===== src/rtl/cu_chan_ctrl_pkg.sv =====
`default_nettype none
// ============================================================================
// Module      : cu_chan_ctrl_pkg
// Description : Shared types and constants for the channel control unit:
//               the control FSM state encoding and the response codes
//               reported on o_resp_code.
// Revision    : 1.0 - initial release
// ============================================================================
package cu_chan_ctrl_pkg;

  typedef enum logic [1:0] {
    ST_IDLE = 2'd0,
    ST_XFER = 2'd1,
    ST_RESP = 2'd2
  } state_t;

  localparam logic [1:0] RESP_OK          = 2'b00;
  localparam logic [1:0] RESP_ILLEGAL_SEL = 2'b01;
  localparam logic [1:0] RESP_ABORT       = 2'b10;
  localparam logic [1:0] RESP_TIMEOUT     = 2'b11;

endpackage : cu_chan_ctrl_pkg
`default_nettype wire


===== src/rtl/cu_onehot_dec.sv =====
`default_nettype none
// ============================================================================
// Module      : cu_onehot_dec
// Description : Enable-gated binary-to-one-hot decoder. A select value that
//               has no matching channel (i_sel >= NCH) yields all zeros.
// Ports       : i_sel    - binary channel select
//               i_en     - decoder enable; all outputs low when deasserted
//               o_onehot - one-hot channel vector
// Revision    : 1.0 - initial release
// ============================================================================
module cu_onehot_dec #(
  parameter int NCH  = 4,
  parameter int SELW = 2
) (
  input  logic [SELW-1:0] i_sel,
  input  logic            i_en,
  output logic [NCH-1:0]  o_onehot
);

  // Only indices 0..NCH-1 are decoded, so an out-of-range select simply
  // matches nothing and no explicit range comparison is required.
  for (genvar gi = 0; gi < NCH; gi++) begin : g_dec
    assign o_onehot[gi] = i_en && (i_sel == SELW'(gi));
  end

endmodule : cu_onehot_dec
`default_nettype wire


===== src/rtl/cu_chan_ctrl.sv =====
`default_nettype none
// ============================================================================
// Module      : cu_chan_ctrl
// Description : Sequential multi-channel control unit. Accepts a transfer
//               request for one of NCH channels, drives a one-hot channel
//               enable, counts ready beats on the selected channel and ends
//               with a one-cycle done pulse plus a response code.
// Ports       : clk, rst_n        - clock, synchronous active-low reset
//               i_req_valid/o_req_ready, i_req_sel, i_req_len - request
//               i_abort           - cancel the transfer in progress
//               i_chan_rdy        - per-channel ready
//               o_chan_en         - one-hot enable (XFER only)
//               o_busy, o_done, o_resp_code, o_beats_done - status
// Config      : `define CU_CHAN_CTRL_TIMEOUT_EN builds the stall counter and
//               the TIMEOUT abort; otherwise XFER waits indefinitely.
// Revision    : 1.0 - initial release
// ============================================================================
module cu_chan_ctrl
  import cu_chan_ctrl_pkg::*;
#(
  parameter int NCH     = 4,
  parameter int SELW    = (NCH > 1) ? $clog2(NCH) : 1,
  parameter int LENW    = 4,
  parameter int TIMEOUT = 15
) (
  input  logic            clk,
  input  logic            rst_n,
  input  logic            i_req_valid,
  output logic            o_req_ready,
  input  logic [SELW-1:0] i_req_sel,
  input  logic [LENW-1:0] i_req_len,
  input  logic            i_abort,
  input  logic [NCH-1:0]  i_chan_rdy,
  output logic [NCH-1:0]  o_chan_en,
  output logic            o_busy,
  output logic            o_done,
  output logic [1:0]      o_resp_code,
  output logic [LENW:0]   o_beats_done
);

  localparam logic [LENW:0] c_BEAT_ONE = (LENW+1)'(1);

  state_t          r_state, w_state_nxt;
  logic [SELW-1:0] r_sel;
  logic [LENW-1:0] r_len;
  logic [LENW:0]   r_beats, w_beats_nxt;
  logic [1:0]      r_code, w_code_nxt;

  logic            w_accept;
  logic            w_sel_ok;
  logic            w_in_xfer;
  logic            w_beat;
  logic            w_last_beat;
  logic            w_stall_hit;
  logic [NCH-1:0]  w_chan_en;

  assign w_accept  = i_req_valid && (r_state == ST_IDLE);
  assign w_sel_ok  = (int'(i_req_sel) < NCH);
  assign w_in_xfer = (r_state == ST_XFER);

  cu_onehot_dec #(
    .NCH  (NCH),
    .SELW (SELW)
  ) u_dec (
    .i_sel    (r_sel),
    .i_en     (w_in_xfer),
    .o_onehot (w_chan_en)
  );

  // Masking with the enable vector selects the active channel's ready and
  // ignores every other channel; it is zero outside XFER.
  assign w_beat      = |(i_chan_rdy & w_chan_en);
  assign w_last_beat = w_beat && (r_beats == {1'b0, r_len});

`ifdef CU_CHAN_CTRL_TIMEOUT_EN
  localparam int STW = $clog2(TIMEOUT + 1);
  localparam logic [STW-1:0] c_STALL_ONE  = STW'(1);
  localparam logic [STW-1:0] c_STALL_LAST = STW'(TIMEOUT - 1);

  logic [STW-1:0] r_stall, w_stall_nxt;

  // The current stall cycle is the TIMEOUT-th one when the counter already
  // holds TIMEOUT-1.
  assign w_stall_hit = w_in_xfer && !w_beat && (r_stall == c_STALL_LAST);

  always_comb begin
    w_stall_nxt = r_stall;
    if (w_accept) begin
      w_stall_nxt = '0;
    end else if (w_in_xfer) begin
      w_stall_nxt = w_beat ? '0 : (r_stall + c_STALL_ONE);
    end
  end

  always_ff @(posedge clk) begin
    if (!rst_n) begin
      r_stall <= '0;
    end else begin
      r_stall <= w_stall_nxt;
    end
  end
`else
  logic w_unused_timeout;
  assign w_unused_timeout = (TIMEOUT > 0);
  assign w_stall_hit      = 1'b0;
`endif

  always_comb begin
    w_state_nxt = r_state;
    w_beats_nxt = r_beats;
    w_code_nxt  = r_code;
    case (r_state)
      ST_IDLE: begin
        if (w_accept) begin
          w_beats_nxt = '0;
          if (w_sel_ok) begin
            w_state_nxt = ST_XFER;
          end else begin
            w_state_nxt = ST_RESP;
            w_code_nxt  = RESP_ILLEGAL_SEL;
          end
        end
      end
      ST_XFER: begin
        if (w_beat) begin
          w_beats_nxt = r_beats + c_BEAT_ONE;
        end
        // Abort wins over completion; a beat in the abort cycle still counts.
        if (i_abort) begin
          w_state_nxt = ST_RESP;
          w_code_nxt  = RESP_ABORT;
        end else if (w_last_beat) begin
          w_state_nxt = ST_RESP;
          w_code_nxt  = RESP_OK;
        end else if (w_stall_hit) begin
          w_state_nxt = ST_RESP;
          w_code_nxt  = RESP_TIMEOUT;
        end
      end
      ST_RESP: begin
        w_state_nxt = ST_IDLE;
      end
      default: begin
        w_state_nxt = ST_IDLE;
      end
    endcase
  end

  always_ff @(posedge clk) begin
    if (!rst_n) begin
      r_state <= ST_IDLE;
      r_sel   <= '0;
      r_len   <= '0;
      r_beats <= '0;
      r_code  <= RESP_OK;
    end else begin
      r_state <= w_state_nxt;
      r_beats <= w_beats_nxt;
      r_code  <= w_code_nxt;
      if (w_accept) begin
        r_sel <= i_req_sel;
        r_len <= i_req_len;
      end
    end
  end

  // Every output is decoded from registered state only.
  assign o_req_ready  = (r_state == ST_IDLE);
  assign o_busy       = (r_state != ST_IDLE);
  assign o_done       = (r_state == ST_RESP);
  assign o_chan_en    = w_chan_en;
  assign o_resp_code  = r_code;
  assign o_beats_done = r_beats;

endmodule : cu_chan_ctrl
`default_nettype wire


===== config.mk =====
export PLATFORM = sky130hd
export DESIGN_NAME = cu_chan_ctrl
export DESIGN_NICKNAME = d
export VERILOG_FILES = /design/src/rtl/cu_chan_ctrl_pkg.sv /design/src/rtl/cu_onehot_dec.sv /design/src/rtl/cu_chan_ctrl.sv
export SDC_FILE = /design/constraint.sdc
export NUM_CORES = 1
export LEC_CHECK = 0
export ABC_AREA = 1
export BUFFER_PORTS_ARGS = -buffer_cell sky130_fd_sc_hd__buf_2
export CAP_MARGIN = 20
export CELL_PAD_IN_SITES_DETAIL_PLACEMENT = 1
export CELL_PAD_IN_SITES_GLOBAL_PLACEMENT = 1
export CORE_MARGIN = 2
export CORE_UTILIZATION = 32
export CTS_CLUSTER_DIAMETER = 30
export DETAILED_ROUTE_END_ITERATION = 10
export GPL_TIMING_DRIVEN = 0
export PLACE_DENSITY = 0.84
export SYNTH_ARGS = -nofsm -noshare
export SYNTH_HDL_FRONTEND = slang
export SYNTH_SLANG_ARGS = --single-unit

===== constraint.sdc =====
create_clock -name clk -period 1.5 [get_ports clk]
set_input_delay 0.225 -clock clk [delete_from_list [all_inputs] [get_ports clk]]
set_output_delay 0.225 -clock clk [all_outputs]
set_load 0.005 [all_outputs]

==> run summary <==
Status = completed
Synth Register Bits = 14
Avg Cell Area, Syn = 6.632 um^2
Fin. max-slew vios = 0
Final Hold Fails = 0
Commonest non-fill, non-tap cells in the layout = 27 x buf_2, 21 x nand2_1, 15 x nor2_1
DRC violations left = 0
H-tree depth = 1
GRT met2 Usage = 0.2979
CP required = 1270 ps
First-pass GRT wire length = 3374 um
HP Class = input pin to register
Type of the worst setup path = register to primary output
Delay-heaviest family, CP = flip-flops
WP buf/inv = 3
Setup TNS Final = 0 ps
Die area = 2745 um^2
Post-synthesis sequential area ratio = 0.3740
Layout Utilization = 0.4338
Final WL = 1954 um
Unrepaired setup endpoints after global routing = true
Synth Warn # = 0
Fin nets = 160
Worst Setup End Kind = primary output
CTS tree = yes
Grt met3 use = 0.03143
CTS buffer count = 3
Clock sinks = 14
Worst-Skew Late Latency = 280 ps
Vias in the first global route = 815
Non-Filler Instances = 172
Core area = 2212 um^2
Routed via count = 830
Final setup skew = 1.194 ps
Switching part of the total = 0.2911
Starting Density = 0.3388
Psw = 249.4 uW
Grt peak-use layer = met2
Routed Antenna Nets = 0
Inst Count DP = 167
Leak pwr = 0.4806 nW
Worst Setup Start Kind = register
Hpwl dp = 1548 um
Chip Height = 52.40 um
CP cell instances = inv_2 -> nor2_4 -> inv_1 -> nor3_1 -> buf_2
GR Layer Usage met1 = 0.1866
GP Congestion = 0.7279
WL/cell = 11.36 um
Initial antenna violation count = 0
Clock share of power = 0.326
Peak VDD IR = 0.0004135 V
P&R area growth vs syn = 28.05%
# diodes = 0
Commonest non-fill, non-tap cell in the layout = buf_2
Largest net degree at the start of global routing = 11
Pwr Total = 856.8 uW
Crit share post-route = 0.9418
Final critical-path required period = 1413 ps
Via/cell ratio = 4.826
Post-Synthesis Cells = 113
Maximum buffer depth of the clock tree = 2
FP Rows = 17
Num ports = 28
CTS root buf = clkbuf_4
CP Data Arrival Time = 1190 ps
Die X = 52.40 um
Filler Cell Count = 316
Port Buf Inserts = 26
Pwr per Cell Area = 892.8 nW/um^2
Syn Std Cell Area = 749.5 um^2
Power Internal = 607.4 uW
Syn Nets = 128
Total GRT Usage = 0.1673
Share of layout cells above drive strength 1 = 0.2917
Hold_buf cts = 0
Synth unique cells = 21
Total global routing overflow = 0
Max-cap violation count = 0
Iter 0 DRT Violations = 4
Setup violators final = 0
CP max FO = 4
Fmax = 707.9 MHz
Crit path largest cell delay = 350 ps
Worst-path cell with the longest stage delay = dfxtp_2
Combinational power share = 0.193
First-pass DRT Iterations = 4
CTS clk-pin slew, worst paths = 90 ps
Flop pwr share = 0.481
[metrics by stage]
| stage | instance area, um^2 | setup slack, ps | hold slack (ps) |
|---|---|---|---|
| global placement | 914.6 | 208.1 | 444.8 |
| floorplan | 749.5 | 328.0 | 363.9 |
| CTS | 958.4 | 34.67 | 167.2 |
| finish | 959.7 | 87.30 | 175.7 |
| global route | 959.7 | -1.103 | 182.0 |
| detailed placement | 914.6 | 121.7 | 462.9 |
[flip-flops by register name, indices dropped and copies added, names as in the netlist]
name and count:
o_beats_done 5, o_resp_code 1, r_sel 2, r_len 4, r_state 2
[path summary, 6_finish.rpt]
kind / from / end / slack (ps) / depth (start not counted)
hold reg to reg: r_len[0]$_SDFFE_PN0P_ / r_len[0]$_SDFFE_PN0P_ / 490 / 2
hold / removal: i_req_len[1] / r_len[1]$_SDFFE_PN0P_ / 180 / 3
setup / recovery: r_state[0]$_SDFFE_PN0P_ / o_chan_en[2] / 90 / 5
setup reg to reg: r_state[0]$_SDFFE_PN0P_ / o_resp_code[1]$_SDFFE_PN0P_ / 130 / 12
[cell families (layout without fill, tap and decap cells)]
group | Yosys count | after routing | synth area share
simple gates | 58 | 58 | 0.3723
buf+inv | 21 | 52 | 0.1118
compound gates | 18 | 18 | 0.1202
flops | 14 | 14 | 0.3740
fa+ha+maj | 1 | 1 | 0.01669
other cells | 1 | 1 | 0.005004
[power groups by stage]
stage	Combinational, mW	Clock [mW]	Sequential (mW)
finish	0.165	0.279	0.412
global route	0.187	0.307	0.415
CTS	0.168	0.291	0.412
detailed placement	0.161	0	0.420
global placement	0.154	0	0.419
floorplan	0.104	0	0.416
[routing by layer]
metal | vias to the layer above | part of all wire | wire, um
li1 | 417 | - | -
met5 | - | 0 | 0
met2 | 17 | 0.51 | 1003
met1 | 392 | 0.44 | 850
met3 | 4 | 0.038 | 75
met4 | 0 | 0.013 | 25
[cell type report]
type	count	area, um^2	share of cell area
Multi-Input combinational cell	78	385.4	0.4016
Sequential cell	14	281.5	0.2934
Buffer	2	12.51	0.01304
Clock buffer	4	36.28	0.03781
Inverter	19	71.32	0.07432
Tap cell	28	35.03	0.03651
Timing Repair Buffer	27	137.6	0.1434
[worst register-to-register path: cells and delay by family, from the launching register on]
family | cells | cell delay (ps)
AO/OA/AOI/OAI | 1 | 70
buffers and inverters | 3 | 260
flip-flops | 1 | 350
AND/OR/NAND/NOR | 8 | 590
[cells in the mapped netlist]
master | count | share of area
nand2_1 | 21 | 0.11
nor2_1 | 15 | 0.075
dfxtp_1 | 14 | 0.37
inv_1 | 14 | 0.070
a21oi_1 | 12 | 0.080
nand3_1 | 9 | 0.060
nor3_1 | 6 | 0.040
o21ai_1 | 6 | 0.040
inv_2 | 4 | 0.020
and3_1 | 1 | 0.0084
buf_2 | 1 | 0.0067
buf_4 | 1 | 0.010
clkinv_1 | 1 | 0.0050
conb_1 | 1 | 0.0050
ha_1 | 1 | 0.017
nand2_4 | 1 | 0.015
nand3_4 | 1 | 0.023
nor2_4 | 1 | 0.015
nor3_2 | 1 | 0.013
or2_0 | 1 | 0.0084
or2_1 | 1 | 0.0084
[timing repair]
item | in CTS | in global routing
resized for setup | 0 | 1
pin swaps | 1 | 0
buffers inserted | 1 | 0
setup endpoints to repair | 4 | 4
Power figures use the tool's default switching activity.
